$ cat config.mk
export PLATFORM = sky130hd
export DESIGN_NAME = ex_mem_stage
export DESIGN_NICKNAME = d
export VERILOG_FILES = /design/src/rtl/ex_mem_stage.sv
export SDC_FILE = /design/constraint.sdc
export NUM_CORES = 1
export LEC_CHECK = 0
export ABC_AREA = 1
export BUFFER_PORTS_ARGS = -buffer_cell sky130_fd_sc_hd__clkbuf_2
export CORE_MARGIN = 8
export CORE_UTILIZATION = 48
export CTS_BUF_LIST = sky130_fd_sc_hd__clkbuf_4 sky130_fd_sc_hd__clkbuf_8 sky130_fd_sc_hd__clkbuf_16
export CTS_CLUSTER_SIZE = 16
export DETAILED_ROUTE_END_ITERATION = 10
export PLACE_DENSITY = 0.84
export SYNTH_ARGS = -nofsm -noshare
export SYNTH_HDL_FRONTEND = slang
export SYNTH_SLANG_ARGS = --single-unit
$ cat constraint.sdc
create_clock -name clk -period 2.3 [get_ports clk]
set_input_delay 0.23 -clock clk [delete_from_list [all_inputs] [get_ports clk]]
set_output_delay 0.23 -clock clk [all_outputs]
set_load 0.05 [all_outputs]
$ cat src/rtl/ex_mem_stage.sv
// ex_mem_stage: execute stage ALU with C/Z flags and the EX/MEM pipeline register
module ex_mem_stage #(
  parameter int WIDTH = 8,
  parameter int IW    = 19
) (
  input  logic             clk,
  input  logic             reset,
  input  logic [WIDTH-1:0] ID_EX_A,
  input  logic [WIDTH-1:0] ID_EX_B,
  input  logic [IW-1:0]    ID_EX_instruction,
  input  logic             ID_EX_mem_write,
  input  logic             ID_EX_reg_write,
  input  logic             ID_EX_alu_use_carry,
  input  logic [1:0]       ID_EX_alu_in_mux,
  input  logic             ID_EX_select_c,
  input  logic             ID_EX_select_z,
  input  logic             ID_EX_write_c,
  input  logic             ID_EX_write_z,
  input  logic [2:0]       ID_EX_alu_op,
  input  logic [1:0]       ID_EX_reg_write_mux,
  input  logic             stall,
  input  logic             flush,
  output logic [WIDTH-1:0] EX_MEM_result,
  output logic [WIDTH-1:0] EX_MEM_B,
  output logic [IW-1:0]    EX_MEM_instruction,
  output logic             EX_MEM_mem_write,
  output logic             EX_MEM_reg_write,
  output logic [1:0]       EX_MEM_reg_write_mux,
  output logic             flag_c,
  output logic             flag_z
);
  logic [WIDTH-1:0] op2, r;
  logic [WIDTH:0]   sum, dif;
  logic             cin, co, so, zn;
  assign op2 = ID_EX_alu_in_mux == 2'b00 ? ID_EX_B :
               ID_EX_alu_in_mux == 2'b01 ? ID_EX_instruction[WIDTH-1:0] :
               ID_EX_alu_in_mux == 2'b10 ? {{(WIDTH-1){1'b0}}, 1'b1} : {WIDTH{1'b1}};
  assign cin = ID_EX_alu_use_carry & flag_c;
  assign sum = {1'b0, ID_EX_A} + {1'b0, op2} + {{WIDTH{1'b0}}, cin};
  // Bit WIDTH of the 9-bit difference is set exactly when A < op2 + cin, i.e. the borrow.
  assign dif = {1'b0, ID_EX_A} - {1'b0, op2} - {{WIDTH{1'b0}}, cin};
  assign zn  = r == '0;
  // ALU: result, carry/borrow out and the separate shift-out bit
  always_comb begin
    r  = '0;
    co = 1'b0;
    so = 1'b0;
    case (ID_EX_alu_op)
      3'd0: {co, r} = sum;
      3'd1: {co, r} = dif;
      3'd2: r = ID_EX_A & op2;
      3'd3: r = ID_EX_A | op2;
      3'd4: r = ID_EX_A ^ op2;
      3'd5: {so, r} = {ID_EX_A, cin};
      3'd6: {r, so} = {cin, ID_EX_A};
      default: r = op2;
    endcase
  end
  // EX/MEM register and flags: flush squashes to a bubble ahead of stall, stall holds everything
  always_ff @(posedge clk or posedge reset) begin
    if (reset) begin
      EX_MEM_result        <= '0;
      EX_MEM_B             <= '0;
      EX_MEM_instruction   <= '0;
      EX_MEM_mem_write     <= 1'b0;
      EX_MEM_reg_write     <= 1'b0;
      EX_MEM_reg_write_mux <= '0;
      flag_c               <= 1'b0;
      flag_z               <= 1'b0;
    end else if (flush) begin
      EX_MEM_result        <= '0;
      EX_MEM_B             <= '0;
      EX_MEM_instruction   <= '0;
      EX_MEM_mem_write     <= 1'b0;
      EX_MEM_reg_write     <= 1'b0;
      EX_MEM_reg_write_mux <= '0;
    end else if (!stall) begin
      EX_MEM_result        <= r;
      EX_MEM_B             <= ID_EX_B;
      EX_MEM_instruction   <= ID_EX_instruction;
      EX_MEM_mem_write     <= ID_EX_mem_write;
      EX_MEM_reg_write     <= ID_EX_reg_write;
      EX_MEM_reg_write_mux <= ID_EX_reg_write_mux;
      if (ID_EX_write_c) flag_c <= ID_EX_select_c ? so : co;
      if (ID_EX_write_z) flag_z <= ID_EX_select_z ? flag_z & zn : zn;
    end
  end
endmodule

Word-level counts from Yosys, hierarchy flattened --
Cells that the tools add are included.
Storage, ports and cells: flip-flop bits (word level) 41, input bits 53, output and inout port bits 41, logic and storage cells 53
Operators by class: add/subtract/negate cells 4, equal/unequal tests 9, muxes and demuxes 20, bitwise logic cells 7, reduce and logical (&&, ||, !) cells 5
Operators by type and width (number):
- 2-to-1 mux 8 bit | 7
- one-hot mux 8 bit (7 select lines) | 1
- 2-to-1 mux 19 bit | 2
- adder 8 x 8 -> 9 bit | 1
- adder 9 x 1 -> 9 bit | 1
- == test 3 bit, second input constant | 3
- subtractor 8 x 8 -> 9 bit | 1
- subtractor 9 x 1 -> 9 bit | 1
- bitwise AND 8 bit | 1
- logical NOT 8 bit | 1
- OR 8 bit | 1
- XOR 8 bit | 1
- == test 3 x 2 -> 1 bit, second input constant | 2
- 2-to-1 mux 1 bit | 6
- AND reduction 3 bit | 2
- 2-to-1 mux 2 bit | 2
- one-hot mux 1 bit (2 select lines) | 2
- == test 3 x 1 -> 1 bit, second input constant | 1
- logical NOT 3 bit | 1
- bitwise AND 1 bit | 2
- == test 2 x 1 -> 1 bit, second input constant | 1
- == test 2 bit, second input constant | 1
- logical NOT 2 bit | 1
- != test 2 x 1 -> 1 bit, second input constant | 1
- inverter 1 bit | 2

Depth between registers and ports, before layout --
Gate-level depths: netlist of run 1.
depth after elaboration 10, gate-level depth with buffers 26

Least setup slack after synthesis of run 1 --
No wires, ideal clock.
path type reg-to-reg, start register flag_c, end register flag_z, setup time 0.118 ns, data arrival time 2.380 ns, required time 2.182 ns, path slack -0.198 ns, stages on the path, launching flop included 22, buffers on the path 0, cells stage by stage dfrtp_1 -> nand2_1 -> nand2_1 -> nand2_1 -> inv_1 -> ha_1 -> inv_1 -> nand2_1 -> inv_1 -> fa_1 -> nand2_1 -> nand2_1 -> nand2_1 -> nand2_1 -> nand3_1 -> nand3_1 -> nand3_1 -> nand2_1 -> nand2_1 -> inv_1 -> nand3_1 -> nand2_1
On the way: cells in the longest elaborated chain, start to end 6, elaborated cells on any way between the ends 7
RTL lines:
- start: declaration | line 29 | output logic flag_c,
- start signal: assignment | line 84 | if (ID_EX_write_c) flag_c <= ID_EX_select_c ? so : co;
- bitwise AND 1 bit (*) | line 38 | assign cin = ID_EX_alu_use_carry & flag_c;
- subtractor 9 x 1 -> 9 bit / adder 9 x 1 -> 9 bit (equally long branches) | line 41, 39
- one-hot mux 8 bit (7 select lines) (*) | line 48 | case (ID_EX_alu_op)
- logical NOT 8 bit (*) | line 42 | assign zn = r == '0;
- bitwise AND 1 bit | line 85 | if (ID_EX_write_z) flag_z <= ID_EX_select_z ? flag_z & zn : zn;
- 2-to-1 mux 1 bit (*) | line 85
- end signal: assignment | line 85
- end: declaration | line 30 | output logic flag_z
Every way passes the cells marked *; elsewhere a longest branch is shown, timed or not. A chain may end at the register's enable or synchronous reset.

Worst setup path after layout of run 1 --
start input ID_EX_alu_in_mux[0], end register flag_z
On the way: cells in the longest elaborated chain, start to end 10, elaborated cells on any way between the ends 17
RTL lines:
- start: declaration | line 14 | input logic [1:0] ID_EX_alu_in_mux,
- == test 2 bit | line 37 | ID_EX_alu_in_mux == 2'b10 ? {{(WIDTH-1){1'b0}}, 1'b1} : {WIDTH{1'b1}};
- 2-to-1 mux 8 bit | line 37
- 2-to-1 mux 8 bit | line 36 | ID_EX_alu_in_mux == 2'b01 ? ID_EX_instruction[WIDTH-1:0] :
- 2-to-1 mux 8 bit (*) | line 35 | assign op2 = ID_EX_alu_in_mux == 2'b00 ? ID_EX_B :
- subtractor 8 x 8 -> 9 bit / adder 8 x 8 -> 9 bit (equally long branches) | line 41, 39
- subtractor 9 x 1 -> 9 bit / adder 9 x 1 -> 9 bit (equally long branches) | line 41, 39
- one-hot mux 8 bit (7 select lines) (*) | line 48
- logical NOT 8 bit (*) | line 42
- bitwise AND 1 bit | line 85
- 2-to-1 mux 1 bit (*) | line 85
Marked as above.

==> impl_metrics.py, run 1 <==
metrics = {
    "status": {
        "status": "complete, but fails checks",
        "violations": "setup timing",
    },
    "clocking": {
        "clkTransAtPathRegs_ns": 0.08,
        "holdBufCountCts": 0,
        "clk-insertion-delay-late_ns": 0.29,
        "cts_sinks": 41,
        "cts_tree": "built",
        "cts_max_level": 2,
        "cts.path.max_buffers": 2,
        "cts_buffers": 5,
        "ctsRootBufferMaster": "clkbuf_8",
    },
    "critical_path": {
        "worstPathMaxFanout": 4,
        "critPathLaunchType": "primary input",
        "cp_data_required_time_ns": 2.53,
        "reg2reg_from": "flag_c",
        "reg2reg_setup_slack_ns": -0.28,
        "worstPathArrival_ns": 2.84,
        "crit_start": "ID_EX_alu_in_mux[0]",
        "crit_type": "in2reg",
        "end_kind": "flip-flop",
    },
    "drt": {
        "drtIter0Drc": 388,
        "final_antenna_net_count": 0,
        "wl_per_cell_um": 16.48,
        "drt_wl_total_um": 12680,
        "route.detailed.drc": 0,
        "drt-pass1-iter-count": 5,
        "viasPerCell": 5.475,
        "dr_total_vias": 4210,
    },
    "final_layout": {
        "drive_above_1_share_pct": 36.87,
        "fin_nets": 756,
        "diodes": 0,
        "area_delta_synth_final_pct": 38.21,
        "final_core_util_pct": 67.07,
    },
    "timing": {
        "skew_ns": 0.002887,
        "worst_pin_slew_ns": 0.5816,
        "drv_slew": 0,
        "slew_headroom_pct": 61.19,
        "setup_viol": 4,
        "setup_tns_ns": -0.5144,
        "worst_slack_ns": -0.3052,
        "finalHoldViolCount": 0,
        "post-route-period-util_pct": 113.3,
        "min_period_ns": 2.605,
        "holdWs_ns": 0.03333,
        "rsz0062_at_grt": "yes",
        "max_freq_mhz": 383.9,
    },
    "worst_hold_path": {
        "hold_path_class": "in2async",
    },
    "global_route": {
        "grt_pass1_vias": 4041,
        "grt_max_degree": 42,
        "overflow": 0,
        "grt_antenna_before_repair": 0,
        "grt_pass1_wl_um": 19030,
        "grtUsageTotal_pct": 23.11,
    },
    "logic_synthesis": {
        "yosysWarnings": 0,
        "synth-seq-cells": 41,
        "synth_edf_count": 0,
        "syn-num-nets": 609,
        "synth-seq-area-share_pct": 29.79,
        "synth_cell_types": 29,
        "netlist_area_um2": 3445,
        "synthArstFlopShare_pct": 100.0,
        "avgSynthCellArea_um2": 6.586,
        "synth_cells": 523,
        "synth_top_flop_cell": "dfrtp_1",
    },
    "placement": {
        "dp_hpwl_um": 9399,
        "place_congestion": 0.9762,
        "portBuffers": 93,
    },
    "die": {
        "die_h_um": 100.7,
        "die_area_um2": 10140,
        "coreArea_um2": 7098,
        "io_pins": 94,
        "fp-row-count": 31,
        "start_util_pct": 48.53,
        "die_w_um": 100.7,
    },
    "pwr": {
        "p_leak_nw": 2.725,
        "power_density_nw_per_um2": 543.4,
        "ir_worst_vdd_uv": 434.6,
    },
    "job": {
        "drv_cap": 0,
    },
}
[layout make-up]
type | instances | area (µm²)
Fill cell | 586 | 2337
Multi-Input combinational cell | 386 | 2257
Sequential cell | 41 | 1027
Timing Repair Buffer | 155 | 942.2
Inverter | 81 | 306.5
Tap cell | 99 | 123.9
Clock buffer | 5 | 68.82
Clock inverter | 2 | 35.03
[critical path: stages]
cell and delay (ns):
clkbuf_2 0.15, nand2_1 0.09, o21ai_1 0.09, nand2_1 0.13, inv_1 0.08, buf_4 0.14, fa_1 0.38, inv_2 0.09
fa_2 0.44, nand3_1 0.13, nand2_1 0.09, nor2_1 0.15, nand2_1 0.13, a21oi_2 0.16, nand3_2 0.08, nor2_1 0.11
nand3_1 0.09, nand2_1 0.06
[path summary, 6_finish.rpt]
check	to	cells past startpoint
worst max register to register	flag_z	14
max in group asynchronous	flag_c	3
worst max-delay path	flag_z	18
worst min-delay path	EX_MEM_instruction[9]	3
min in group clk	EX_MEM_instruction[15]	3
worst min register to register	EX_MEM_reg_write	2
[Yosys cell counts, drive strengths merged, types with 3 or more instances]
master	n	share of area, %
nand2	164	18
nand3	84	12
inv	81	8.8
dfrtp	41	30
o21ai	41	6.0
nor2	31	4.3
ha	30	11
a21oi	13	1.9
clkbuf	10	1.1
nand4	8	1.5
buf	5	1.1
fa	3	1.7
or2	3	0.54
[cell families after synthesis]
| kind of cell | count (synthesis) | synth area share (%) |
|---|---|---|
| adders and majority gates | 33 | 12.64 |
| buffers and inverters | 96 | 11.01 |
| AOI/OAI and AO/OA | 59 | 8.864 |
| DFF | 41 | 29.79 |
| and+or+nand+nor | 294 | 37.70 |
[cell usage in the layout, fill, tap and decap left out, types with 2 or more instances in the layout]
| master | count |
|---|---|
| o21ai_0 | 22 |
| ha_2 | 2 |
| inv_2 | 15 |
| buf_4 | 59 |
| o21ai_2 | 8 |
| dfrtp_1 | 40 |
| nor2_4 | 3 |
| nor2_1 | 22 |
| nand4_1 | 8 |
| nand2_1 | 135 |
| clkbuf_2 | 93 |
| clkbuf_8 | 5 |
| inv_1 | 65 |
| a21oi_1 | 10 |
| ha_1 | 25 |
| o21ai_1 | 11 |
| ha_4 | 3 |
| nand3_1 | 74 |
| nand2_2 | 27 |
| a21oi_2 | 3 |
| nand2_4 | 2 |
| nand3_2 | 10 |
| buf_6 | 3 |
| or2_1 | 2 |
| nor2_2 | 6 |
| nand3b_1 | 2 |
| fa_2 | 2 |
[metrics by stage]
step	power [mW]	worst slack (ns)	cell area, µm²	cells
global placement	1.827	-0.3855	4408	759
global route	2.729	-0.3788	4761	769
floorplan	1.443	-0.01071	3448	523
CTS	2.463	-0.1473	4583	769
finish	2.587	-0.3052	4761	769
detailed placement	1.864	-0.4617	4408	759
[where the power goes]
part	switching, mW	total, mW	internal [mW]
logic	0.774	1.23	0.454
registers	0.0290	0.796	0.767
clock network	0.248	0.564	0.316
total	1.05	2.59	1.54
[registers in the layout, indices dropped and copies added, names as in the netlist]
name                  count
EX_MEM_instruction       19
EX_MEM_B                  8
EX_MEM_result             8
EX_MEM_reg_write_mux      2
EX_MEM_mem_write          1
EX_MEM_reg_write          1
flag_c                    1
flag_z                    1
[timing repair]
item                                    4_1_cts  5_1_grt
resized for setup                            25       53
endpoints found under the setup margin        7       10
pin swaps                                    16       25
setup buffers                                 3        2
[metal layers]
metal | track usage (%) | routed length [µm]
met3 | 3.315 | 924
met4 | 9.767 | 483
met2 | 40.14 | 6368
met5 | 0 | 0
met1 | 27.65 | 4899
Note: power is estimated with default switching activity, not from simulation.
==> run 2, diff against run 1 <==
- RECOVER_POWER: default -> 50
==> impl_metrics.py, run 2 (same netlist as run 1, synthesis figures left out) <==
metrics = {
    "die": {
        "coreArea_um2": 7098,
        "io_pins": 94,
        "die_w_um": 100.7,
        "die_area_um2": 10140,
        "fp-row-count": 31,
        "start_util_pct": 48.53,
        "die_h_um": 100.7,
    },
    "global_route": {
        "grt_pass1_wl_um": 19030,
        "overflow": 0,
        "grt_antenna_before_repair": 0,
        "grt_pass1_vias": 4041,
        "grt_max_degree": 42,
        "grtUsageTotal_pct": 23.11,
    },
    "final_layout": {
        "layout_commonest_cell": "nand2_1",
        "largest_register_ffs": 19,
        "final_core_util_pct": 67.04,
        "area_delta_synth_final_pct": 38.14,
        "reg.largest.list": "EX_MEM_instruction x19, EX_MEM_B x8, EX_MEM_result x8",
        "fin_nets": 756,
        "diodes": 0,
        "drive_above_1_share_pct": 36.87,
        "top_register": "EX_MEM_instruction",
        "stdcell_count": 769,
        "final_cell_mix": "nand2_1, clkbuf_2, nand3_1",
    },
    "clocking": {
        "clkTransAtPathRegs_ns": 0.08,
        "cts_buffers": 5,
        "clk-insertion-delay-late_ns": 0.29,
        "cts_sinks": 41,
        "cts.path.max_buffers": 2,
        "ctsRootBufferMaster": "clkbuf_8",
        "cts_max_level": 2,
        "cts_tree": "built",
    },
    "timing": {
        "holdWs_ns": 0.1205,
        "post-route-period-util_pct": 112.6,
        "skew_ns": 0.003353,
        "worst_slack_ns": -0.2887,
        "finalHoldViolCount": 0,
        "min_period_ns": 2.589,
        "rsz0062_at_grt": "yes",
        "drv_slew": 0,
        "setup_viol": 4,
        "setup_tns_ns": -0.4483,
        "worst_pin_slew_ns": 1.030,
        "slew_headroom_pct": 31.33,
        "max_freq_mhz": 386.3,
    },
    "critical_path": {
        "crit_buf_inv": 4,
        "reg2reg_from": "flag_c",
        "end_kind": "flip-flop",
        "worstPathMaxFanout": 4,
        "r2r-end": "flag_z",
        "cp_slowest_stage_delay_ns": 0.45,
        "cp_slowest_cell": "fa_2",
        "cp_data_required_time_ns": 2.54,
        "worstPathArrival_ns": 2.83,
        "crit_type": "in2reg",
        "rr_worst_depth": 14,
        "path_cells": "clkbuf_2, nand2_1, o21ai_1, nand2_1, inv_1, buf_4, fa_1, inv_2, fa_2, nand3_1, nand2_1, nor2_1, nand2_1, a21oi_2, nand3_2, nor2_1, nand3_1, nand2_1",
        "critPathLaunchType": "primary input",
        "reg2reg_setup_slack_ns": -0.27,
        "path_common_cell": "nand2_1",
        "critical_path.top_delay_family": "simple AND/OR/NAND/NOR gates",
    },
    "drt": {
        "drtIter0Drc": 380,
        "route.detailed.drc": 0,
        "wl_per_cell_um": 16.48,
        "viasPerCell": 5.525,
        "drt-pass1-iter-count": 6,
        "dr_total_vias": 4249,
        "drt_wl_total_um": 12670,
        "final_antenna_net_count": 0,
    },
    "pwr": {
        "switching_share_pct": 40.67,
        "power_density_nw_per_um2": 543.9,
        "ir_worst_vdd_uv": 437.2,
        "p_leak_nw": 2.725,
        "p_seq_share_pct": 30.8,
        "p_sw_mw": 1.053,
        "clkPwrFrac_pct": 21.9,
        "comb_power_share_pct": 47.4,
        "power_mw": 2.588,
        "intPower_mw": 1.535,
    },
    "placement": {
        "dp_hpwl_um": 9399,
        "portBuffers": 93,
        "dp_cells": 759,
        "place_congestion": 0.9762,
    },
    "worst_hold_path": {
        "hold_path_class": "in2reg",
        "hold_path_end": "EX_MEM_instruction[15]",
        "whs_path_depth": 3,
        "worstHoldStart": "ID_EX_instruction[15]",
    },
    "status": {
        "violations": "setup timing",
        "status": "complete, but fails checks",
    },
    "job": {
        "drv_cap": 0,
    },
}
[run 2: cell count changes in the layout (fill, tap and decap cells not counted)]
cell and change:
clkbuf_2 +1, buf_4 -1
[run 2: worst max path at each step]
stage | start | endpoint | slack, ns | cells after the start
floorplan | flag_c | flag_z | -0.01 | 22
global placement | ID_EX_alu_in_mux[1] | flag_z | -0.39 | 20
detailed placement | ID_EX_alu_in_mux[0] | EX_MEM_result[7] | -0.46 | 17
CTS | flag_c | flag_z | -0.15 | 20
global route | ID_EX_alu_in_mux[0] | flag_z | -0.38 | 18
finish | ID_EX_alu_in_mux[0] | flag_z | -0.29 | 18
[run 2: worst min-delay path, stage by stage]
cell	delay [ns]
clkbuf_2	0.07
nand2_1	0.04
nand2_1	0.04
[run 2: routing by layer]
| layer | GRT usage [%] | wire [µm] | vias to the layer above |
|---|---|---|---|
| li1 | - | - | 1968 |
| met1 | 27.65 | 4872 | 1975 |
| met2 | 40.14 | 6288 | 249 |
| met3 | 3.315 | 948 | 57 |
| met4 | 9.767 | 561 | 0 |
| met5 | 0 | 0 | - |
[run 2: power by group through the flow]
stage          sequential [mW]  combinational (mW)  clock, mW
2_1_floorplan            0.969               0.473          0
3_3_place_gp             0.804                1.02          0
3_5_place_dp             0.807                1.06          0
4_1_cts                  0.793                1.10      0.567
5_1_grt                  0.801                1.32      0.603
6_report                 0.796                1.23      0.566
[run 2: final cells by class]
type / instances / area (µm²)
Fill cell: 587 / 2340
Multi-Input combinational cell: 386 / 2257
Sequential cell: 41 / 1027
Timing Repair Buffer: 155 / 939.7
Inverter: 81 / 306.5
Tap cell: 99 / 123.9
Clock buffer: 5 / 68.82
Clock inverter: 2 / 35.03
[run 2: repair_timing]
action | in CTS | in global routing
endpoints found under the setup margin | 7 | 10
gates resized for setup | 25 | 53
hold buffers | 0 | 0
hold endpoints to repair | 0 | 0
pin swaps | 16 | 25
setup buffers | 3 | 2
[run 2: stage by stage]
step	cell area, µm²	setup slack, ns
2_1_floorplan	3448	-0.01071
3_3_place_gp	4408	-0.3855
3_5_place_dp	4408	-0.4617
4_1_cts	4583	-0.1473
5_1_grt	4758	-0.3788
6_report	4758	-0.2887
